**src/rtl/prescaler_multi.sv**
```systemverilog
// Multi-channel clock-enable prescaler: each channel emits a one-cycle strobe
// every R enabled cycles, with run-time ratio reload and a common phase-align sync.
module prescaler_multi #(
    parameter int N_CH    = 4,
    parameter int CNT_W   = 16,
    parameter int DEF_DIV = 50
) (
    input  logic                    clk50m,
    input  logic                    rst,
    input  logic [N_CH-1:0]         en_ch,
    input  logic [N_CH*CNT_W-1:0]   div_i,
    input  logic [N_CH-1:0]         div_ld,
    input  logic                    sync,
    output logic [N_CH-1:0]         tick_o,
    output logic [N_CH*CNT_W-1:0]   div_act_o
);

    localparam logic [CNT_W-1:0] DEF_R = CNT_W'(DEF_DIV);

    // A stored ratio of zero behaves as divide-by-one.
    function automatic logic [CNT_W-1:0] ratio_clamp(input logic [CNT_W-1:0] r);
        return (r == '0) ? CNT_W'(1) : r;
    endfunction

    for (genvar ch = 0; ch < N_CH; ch++) begin : g_ch
        logic [CNT_W-1:0] div_new;
        logic [CNT_W-1:0] shadow_q;
        logic [CNT_W-1:0] act_q;
        logic [CNT_W-1:0] cnt_q;
        logic [CNT_W-1:0] sync_src;
        logic             tick_q;

        assign div_new  = div_i[ch*CNT_W +: CNT_W];
        assign sync_src = div_ld[ch] ? div_new : shadow_q;

        always_ff @(posedge clk50m or posedge rst) begin
            if (rst) begin
                shadow_q <= DEF_R;
                act_q    <= DEF_R;
                cnt_q    <= DEF_R - CNT_W'(1);
                tick_q   <= 1'b0;
            end else begin
                if (div_ld[ch]) begin
                    shadow_q <= div_new;
                end
                // Sync parks every channel at its reload value, enabled or not.
                if (sync) begin
                    act_q  <= ratio_clamp(sync_src);
                    cnt_q  <= ratio_clamp(sync_src) - CNT_W'(1);
                    tick_q <= 1'b0;
                end else if (en_ch[ch]) begin
                    if (cnt_q == '0) begin
                        act_q  <= ratio_clamp(shadow_q);
                        cnt_q  <= ratio_clamp(shadow_q) - CNT_W'(1);
                        tick_q <= 1'b1;
                    end else begin
                        cnt_q  <= cnt_q - CNT_W'(1);
                        tick_q <= 1'b0;
                    end
                end else begin
                    tick_q <= 1'b0;
                end
            end
        end

        assign tick_o[ch]                    = tick_q;
        assign div_act_o[ch*CNT_W +: CNT_W]  = act_q;
    end

endmodule

```
**config.mk**
```make
export PLATFORM = sky130hd
export DESIGN_NAME = prescaler_multi
export DESIGN_NICKNAME = d
export VERILOG_FILES = /design/src/rtl/prescaler_multi.sv
export SDC_FILE = /design/constraint.sdc
export NUM_CORES = 1
export LEC_CHECK = 0
export ABC_AREA = 1
export CELL_PAD_IN_SITES_DETAIL_PLACEMENT = 0
export CELL_PAD_IN_SITES_GLOBAL_PLACEMENT = 1
export CORE_MARGIN = 3
export CORE_UTILIZATION = 37
export CTS_CLUSTER_DIAMETER = 40
export DETAILED_ROUTE_END_ITERATION = 16
export HOLD_SLACK_MARGIN = 0.15
export PLACE_DENSITY_LB_ADDON = 0.1
export SLEW_MARGIN = 15
export SYNTH_ARGS = -nofsm -noshare
export SYNTH_HDL_FRONTEND = slang
export SYNTH_SLANG_ARGS = --single-unit
```
**constraint.sdc**
```tcl
create_clock -name clk50m -period 5.8 [get_ports clk50m]
set_clock_uncertainty 0.2 [all_clocks]
set_input_delay 0.58 -clock clk50m [delete_from_list [all_inputs] [get_ports clk50m]]
set_output_delay 0.58 -clock clk50m [all_outputs]
set_load 0.02 [all_outputs]
```
==> impl_metrics.yaml <==
status:
  outcome: "complete, no violations"
power_and_ir_drop:
  vdd_drop_max_uv: 220
  pwr-share-clk_pct: 30.9
  p_per_area_nw_per_um2: 291
  sequentialPowerShare_pct: 41.7
  switching_share_pct: 34.9
  p_leak_nw: 6.54
  power_frac_comb_pct: 27.4
  p_int_mw: 2.64
  power.switching_mw: 1.42
sta:
  hold_viol: 0
  rsz0062_at_grt: "false"
  finalMaxSlewViolations: 0
  finalCriticalPeriod_ps: 3760
  fin_crit_sh_pct: 64.7
  worstMarginPinSlew_ps: 1070
  relSlewSlack_pct: 28.4
  fmaxAchievable_ghz: 0.266
  fin_setup_tns_ps: 0
  finalSetupViolCount: 0
yosys:
  yosys_warnings: 0
  synth-seq-cells: 196
  synth_compound_area_share_pct: 11.6
  avgSynthCellArea_um2: 7.12
  synth_simple_gate_area_share_pct: 35.8
  muxShareOfSynthArea_pct: 0
  synth_xor_area_share_pct: 0.596
  syn_nets: 1728
  synth-main-ff-cell: "dfrtp_1"
  netlist-cell-type-count: 35
  synth_fa_ha_area_share_pct: 0.426
  synth_edf_count: 0
  syn_inst: 1649
  synth_seq_area_share_pct: 42.1
  async_flop_share_pct: 100
  synth_area_leaders: "dfrtp_1 34%, nand2_1 15%, dfstp_2 8.1%"
  yosysTopAreaCellShare_pct: 34.1
  yosys.area.top_type: "dfrtp_1"
  synth_top_family_by_area: "simple AND/OR/NAND/NOR gates"
  synthesis.area_um2: 11700
grt:
  grt_pass1_vias: 10804
  gr-total-overflow: 0
  grt_first_pass_wirelength_um: 59500
  grt_max_degree: 162
  antenna_found_initial: 0
  track_usage_pct: 22.1
setup_path:
  crit_arrival_ps: 3870
  crit_type: "input pin to register"
  cp-start-kind: "input pin"
  critPathMaxFanout: 32
  cp-end-kind: "register"
  required_ps: 5910
routing:
  drt_wl_total_um: 36600
  first_iter_violations: 684
  via_count: 10856
  wl_per_cell_um: 16.9
  ant_nets: 0
  drt_pass1_iterations: 5
  via_per_inst: 5.01
  drcViolationCount: 0
layout:
  drive_gt1_share_pct: 12.0
  fin_area_um2: 13900
  fin_nets: 1836
  antennaDiodeCount: 0
  multiInputGateArea_um2: 5690
  fillers: 3168
  seq_area_um2: 4950
  final_common_cell: "nand2_1"
  syn_to_final_growth_pct: 18.7
  final_cell_mix: "485 x nand2_1, 204 x nor2_1, 177 x inv_1"
clock_tree:
  cts_root_buffer: "clkbuf_16"
  path_clk_slew_ps: 80
  cts_resized: 0
  cts_tree: "done"
  ctsHoldBuffers: 0
  clock_sink_count: 196
  cts-buffers-inserted: 17
  cts_max_level: 4
  clk_latency_ps: 450
  cts_buffer_depth: 2
  post_cts_buffers: 0
job:
  maxCapViolCount: 0
place:
  gp_congestion: 0.833
  placed_area_um2: 13400
  port_buffers: 142
  dpl.hpwl_um: 26600
floorplan:
  start_util_pct: 38.0
  core_area_um2: 30900
  dieWidth_um: 184
  die_h_um: 184
  fp.dieArea_um2: 33900
  io-pin-count: 143
  rows: 64
worst_hold_path:
  min_path_type: "register to register"
-- layer usage --
layer  GRT usage (%)  wire length (um)  vias up
met4            4.11               292        0
met5               0                 0        -
met1            32.0             18000     5140
li1                -                 -     5479
met2            35.4             16900      215
met3            3.26              1390       22
-- stage by stage --
step                      power [mW]  instances  hold slack, ps  utilization [%]  setup WS, ps
after floorplan                 2.46       1649             264                -          2520
after global routing            4.32       2166             301             45.1          1710
after detailed placement        2.84       2134             277             43.2          1530
after global placement          2.83       2134             262             43.2          1600
final                           4.06       2166             288             45.1          2040
after CTS                       4.11       2166             295             45.1          2020
-- power by group through the flow --
stage               Sequential, mW  Combinational, mW  Clock (mW)
global placement              1.72               1.12           0
floorplan                     1.74              0.718           0
detailed placement            1.72               1.12           0
global route                  1.72               1.26        1.34
finish                        1.69               1.11        1.25
CTS                           1.70               1.12        1.29
-- registers in the layout, indices dropped and copies added (netlist names) --
name / count
g_ch.act_q: 64
g_ch.tick_q: 4
g_ch.cnt_q: 64
g_ch.shadow_q: 64
-- cells in the mapped netlist, types with 4 or more instances --
library cell	count
clkbuf_1	13
o21ai_0	81
buf_6	9
nor2_4	13
buf_2	20
o21bai_1	6
nand4_1	20
nor2_2	30
dfstp_2	36
inv_1	178
nand2_1	485
ha_1	4
o211ai_1	15
xor2_1	5
dfrtp_1	160
o21ai_1	53
a21oi_1	50
nor2_1	204
nand3_1	138
o21ai_2	26
inv_2	9
nand2_2	30
nand3_2	22
a31oi_1	7
buf_4	18
-- area by class of cell --
type / count / area share [%]
inverters: 190 / 5.16
clock inverters: 13 / 1.12
flip-flops and latches: 196 / 35.5
multi-input cells: 1200 / 40.8
clock buffers: 19 / 3.10
repair buffers: 152 / 10.8
well taps: 396 / 3.55
-- worst max-delay path, cell delays in order --
cell	delay (ps)
clkdlybuf4s50_1	970
o21ai_0	570
nor2_1	80
nand2_1	100
nor2_1	50
nand2_1	60
nand2_1	50
nand2_1	110
nand2_4	110
inv_2	100
ha_1	170
nand3_1	100
nor2_1	250
nand2_2	170
nor2_4	160
nand2_1	70
nand3_1	70
o21ai_0	90
-- cells by family after synthesis --
logic type	after synthesis
AOI/OAI and AO/OA	240
adders and majority gates	4
xor gates and xnor gates	8
DFF	196
buffers and inverters	253
and+or+nand+nor	948
-- final timing paths --
| check | slack (ps) | cells after the start | to | startpoint |
|---|---|---|---|---|
| setup / recovery | 2040 | 18 | g_ch[3].cnt_q[10] | div_ld[3] |
| hold / removal | 290 | 2 | g_ch[0].act_q[4] | g_ch[0].act_q[4] |
| setup reg to reg | 2340 | 10 | g_ch[0].act_q[2] | g_ch[0].cnt_q[6] |
| hold reg to reg | 290 | 2 | g_ch[0].act_q[4] | g_ch[0].act_q[4] |
| max in group asynchronous | 3510 | 3 | g_ch[3].cnt_q[14] | rst |
| min in group asynchronous | 440 | 2 | g_ch[0].act_q[9] | rst |
No activity file was read; power rests on OpenSTA's default activity.
